**config.mk**
```make
export PLATFORM = sky130hd
export DESIGN_NAME = counter_sequencer
export DESIGN_NICKNAME = d
export VERILOG_FILES = /design/src/rtl/counter_sequencer.sv
export SDC_FILE = /design/constraint.sdc
export NUM_CORES = 1
export LEC_CHECK = 0
export ABC_AREA = 0
export BUFFER_PORTS_ARGS = -buffer_cell sky130_fd_sc_hd__clkbuf_2
export CAP_MARGIN = 20
export CORE_MARGIN = 2
export CORE_UTILIZATION = 25
export CTS_CLUSTER_DIAMETER = 30
export DETAILED_ROUTE_END_ITERATION = 8
export HOLD_SLACK_MARGIN = 0.12
export PLACE_DENSITY = 0.43
export SLEW_MARGIN = 20
export SYNTH_ARGS = -nofsm -noshare
export SYNTH_HDL_FRONTEND = slang
export SYNTH_SLANG_ARGS = --single-unit
```
**constraint.sdc**
```tcl
create_clock -name clk -period 2.5 [get_ports clk]
set_input_delay 0.25 -clock clk [delete_from_list [all_inputs] [get_ports clk]]
set_output_delay 0.25 -clock clk [all_outputs]
set_load 0.005 [all_outputs]
```
**src/rtl/counter_sequencer.sv**
```systemverilog
// counter_sequencer: run-control FSM around an enable-gated up-counter.
// Adds start, pause/resume, abort, a latched terminal value, one-shot or
// periodic operation, a one-cycle done pulse and a saturating tally of
// completed intervals. Everything except busy is registered.

module counter_sequencer #(
  parameter int WIDTH = 8
) (
  input  logic             clk,
  input  logic             rst,
  input  logic             start,
  input  logic             pause,
  input  logic             abort,
  input  logic             mode,
  input  logic [WIDTH-1:0] limit,
  output logic [WIDTH-1:0] count,
  output logic [1:0]       state,
  output logic             busy,
  output logic             done,
  output logic [WIDTH-1:0] periods
);

  typedef enum logic [1:0] {
    IDLE  = 2'd0,
    RUN   = 2'd1,
    PAUSE = 2'd2,
    DONE  = 2'd3
  } state_t;

  localparam logic [WIDTH-1:0] ALL_ONES = '1;
  localparam logic [WIDTH-1:0] ONE      = WIDTH'(1);

  state_t           state_q;
  logic [WIDTH-1:0] lim_q;
  logic             mode_q;

  // Sequencer FSM: abort beats pause beats start beats the terminal check.
  // The terminal compare is equality against the latched limit, so the
  // count never runs past lim_q and an all-ones limit cannot overflow.
  always_ff @(posedge clk) begin
    if (rst) begin
      state_q <= IDLE;
      count   <= '0;
      done    <= 1'b0;
      periods <= '0;
      lim_q   <= '0;
      mode_q  <= 1'b0;
    end else begin
      done <= 1'b0;
      case (state_q)
        IDLE: begin
          if (abort) begin
            count <= '0;
          end else if (start) begin
            lim_q   <= limit;
            mode_q  <= mode;
            count   <= '0;
            periods <= '0;
            state_q <= RUN;
          end
        end

        RUN: begin
          if (abort) begin
            count   <= '0;
            state_q <= IDLE;
          end else if (pause) begin
            state_q <= PAUSE;
          end else if (count == lim_q) begin
            done <= 1'b1;
            if (periods != ALL_ONES) begin
              periods <= periods + ONE;
            end
            if (mode_q) begin
              count <= '0;
            end else begin
              state_q <= DONE;
            end
          end else begin
            count <= count + ONE;
          end
        end

        PAUSE: begin
          if (abort) begin
            count   <= '0;
            state_q <= IDLE;
          end else if (start) begin
            state_q <= RUN;
          end
        end

        DONE: begin
          if (abort) begin
            count   <= '0;
            state_q <= IDLE;
          end else if (start) begin
            lim_q   <= limit;
            mode_q  <= mode;
            count   <= '0;
            periods <= '0;
            state_q <= RUN;
          end
        end

        default: begin
          state_q <= IDLE;
        end
      endcase
    end
  end

  // busy is decoded straight from the state register so it tracks state
  // in the same cycle without an extra flop.
  always_comb begin
    busy = (state_q == RUN) || (state_q == PAUSE);
  end

  assign state = state_q;

endmodule

```
==> flow_summary.yaml <==
cts:
  htree_levels: 1
  hold_buffers: 0
  post_cts_buffers: 0
  clk_pin_slew_ns: 0.10
  cts_sinks: 28
  cts-root-buf: "clkbuf_8"
  tritoncts: "done"
  insertion_delay_ns: 0.28
  clock_path_buffers: 2
  numCtsBuffers: 3
  ctsResizeCount: 0
final_layout:
  final_cell_area_um2: 1870
  area_growth_pct: 23.4
  diodes: 0
  drive_above_1_share_pct: 23.5
  nNetsFinal: 244
  finalNonFillerCells: 296
run:
  maxCapViolCount: 0
routing:
  dr.first_iter.drc_count: 91
  routedWlPerCell_um: 13.4
  via_per_inst: 4.84
  firstDrtPassIters: 4
  wl_um: 3960
  drc_errors: 0
  antenna_left: 0
  vias: 1432
global_routing:
  grt-ovfl-total: 0
  grt_max_degree: 18
  first_global_vias: 1393
  grt_usage_pct: 12.7
  grt_pass1_wl_um: 6680
  grt_antenna_before_repair: 0
worst_setup_path:
  slowest_delay_ns: 0.54
  crit_top_cell: "a21oi_1"
  rr_startpoint: "state[0]$_SDFFE_PP0P_"
  required_ns: 2.72
  path_cells: "inv_1, ha_1, o21ba_2, a21oi_1, a41o_1, or4_1, a21oi_1"
  reg2reg_depth: 7
  crit_end: "count[7]$_SDFFE_PP0P_"
  crit_slowest_cell: "or4_1"
  worstSetupPathType: "register to register"
  start_kind: "register"
  worst-path-stages: 7
  critPathTopFamily: "compound AO/OA/AOI/OAI gates"
  crit_fanout: 14
  cp-end-kind: "register"
  reg2reg_to: "count[7]$_SDFFE_PP0P_"
  critPathBufInv: 1
  arrival_ns: 2.42
  rrSetupSlack_ns: 0.30
  startpoint: "state[0]$_SDFFE_PP0P_"
power:
  pwr-share-clk_pct: 31.6
  seqPwrFrac_pct: 42.4
  p_sw_uw: 351
  p_leak_uw: 0.000762
  pwr-share-comb_pct: 25.9
  finalPower_uw: 1160
  vdd_drop_max_v: 0.000226
  switching_share_pct: 30.4
  intPower_uw: 804
  p_per_area_nw_per_um2: 617
sta:
  min_period_ns: 2.20
  fin_skew_ns: 0.00619
  grt_setup_unrepaired: "no"
  worstMarginPinSlew_ns: 0.461
  slew_viol_final: 0
  slew-limit-headroom_pct: 69.3
  worst_hold_slack_ns: 0.183
  fmax_mhz: 454
  fin_crit_sh_pct: 88.1
  finalHoldViolations: 0
  tns_ns: 0
  setup_viol: 0
synth:
  synthArstFlopShare_pct: 0
  synth-seq-area-share_pct: 37.0
  synthesis.area_um2: 1520
  ys_ff_latch: 28
  syn_inst: 183
  post_synth_num_cell_types: 37
  yosysWarnings: 0
  avgSynthCellArea_um2: 8.29
  syn-num-nets: 205
  synth_ff_type: "dfxtp_1"
  synth-edff-count: 0
floorplanning:
  rows: 28
  ios: 34
  coreArea_um2: 5890
  die_w_um: 81.9
  die_h_um: 81.9
  die_area_um2: 6710
  initial_core_util_pct: 25.8
min_path:
  hold_start: "limit[5]"
  min-delay-path-class: "primary input to register"
status:
  status: "completed"
placed_design:
  place.gp.congestion: 0.703
  dp.cells: 292
  portBuffers: 33
  hpwl_um: 2910
  placed_area_um2: 1800
-- worst register-to-register path, stage by stage, from the launching register on --
cell     delay (ns)
dfxtp_1        0.41
inv_1          0.13
ha_1           0.23
o21ba_2        0.26
a21oi_1        0.08
a41o_1         0.34
or4_1          0.54
a21oi_1        0.15
-- synthesized netlist by cell type, drive strengths merged (3+ instances only) --
cell | instances | area, um^2
o32ai | 3 | 33.8
dfxtp | 28 | 561
o211ai | 3 | 22.5
nor2 | 10 | 37.5
nand3 | 3 | 15.0
or3 | 5 | 31.3
nand2b | 6 | 52.6
o31ai | 5 | 37.5
a21oi | 24 | 120
nand4 | 5 | 31.3
o21ai | 6 | 30.0
nand2 | 31 | 116
inv | 9 | 33.8
ha | 8 | 100
xor2 | 8 | 70.1
clkbuf | 4 | 15.0
-- power groups by stage --
stage	clock, uW	sequential (uW)	combinational, uW
after floorplan	0	498	201
after global placement	0	500	305
after detailed placement	0	501	301
after CTS	381	491	302
after global routing	398	494	338
final	366	490	300
-- worst min path at each step --
stage | endpoint | slack, ns | cells after the start
3_3_place_gp | lim_q[7]$_SDFFE_PP0P_ | 0.46 | 2
3_5_place_dp | lim_q[7]$_SDFFE_PP0P_ | 0.46 | 2
6_report | lim_q[5]$_SDFFE_PP0P_ | 0.18 | 3
5_1_grt | lim_q[5]$_SDFFE_PP0P_ | 0.18 | 3
4_1_cts | lim_q[4]$_SDFFE_PP0P_ | 0.17 | 3
2_1_floorplan | lim_q[0]$_SDFFE_PP0P_ | 0.39 | 2
-- state kept, by name, summed over array words and instances, names as in the netlist --
name,flops
lim_q,8
done,1
mode_q,1
count,8
state,2
periods,8
-- metal layers --
| metal | up-vias | GRT usage (%) | routed length (um) |
|---|---|---|---|
| met2 | 12 | 21.5 | 1840 |
| li1 | 733 | - | - |
| met5 | - | 0 | 0 |
| met3 | 2 | 2.09 | 96 |
| met1 | 685 | 16.7 | 1980 |
| met4 | 0 | 3.50 | 36 |
-- kinds of logic (layout without fill, tap and decap cells) --
logic type | after synthesis | count (layout) | share of synthesized area (%)
simple gates | 70 | 70 | 23.9
compound gates | 54 | 54 | 24.1
flops | 28 | 28 | 37.0
buf+inv | 15 | 53 | 3.79
fa+ha+maj | 8 | 8 | 6.60
xor+xnor | 8 | 8 | 4.62
-- layout by cell type, fill, tap and decap left out, drive strengths merged, types with 3 or more instances in the layout --
cell type  synthesis  layout
a21oi             24      24
buf                1       6
clkbuf             4      36
dfxtp             28      28
ha                 8       8
inv                9       9
nand2             31      31
nand2b             6       6
nand3              3       3
nand4              5       5
nor2              10      10
o211ai             3       3
o21ai              6       6
o31ai              5       5
o32ai              3       3
or3                5       5
xor2               8       8
-- area by class of cell --
| class | count | area (um^2) |
|---|---|---|
| sequential | 28 | 561 |
| timing repair buffer | 39 | 210 |
| clock buffer | 3 | 41.3 |
| clock inverter | 1 | 30.0 |
| inverter | 10 | 37.5 |
| multi-input combinational | 140 | 898 |
| tap | 75 | 93.8 |
| fill | 664 | 4010 |
-- through the flow --
| step | util, % | setup WS, ns |
|---|---|---|
| detailed placement | 30.6 | 0.314 |
| finish | 31.8 | 0.298 |
| global placement | 30.6 | 0.379 |
| global route | 31.8 | 0.155 |
| floorplan | - | 0.470 |
| CTS | 31.8 | 0.290 |
No activity file was read; power rests on OpenSTA's default activity.
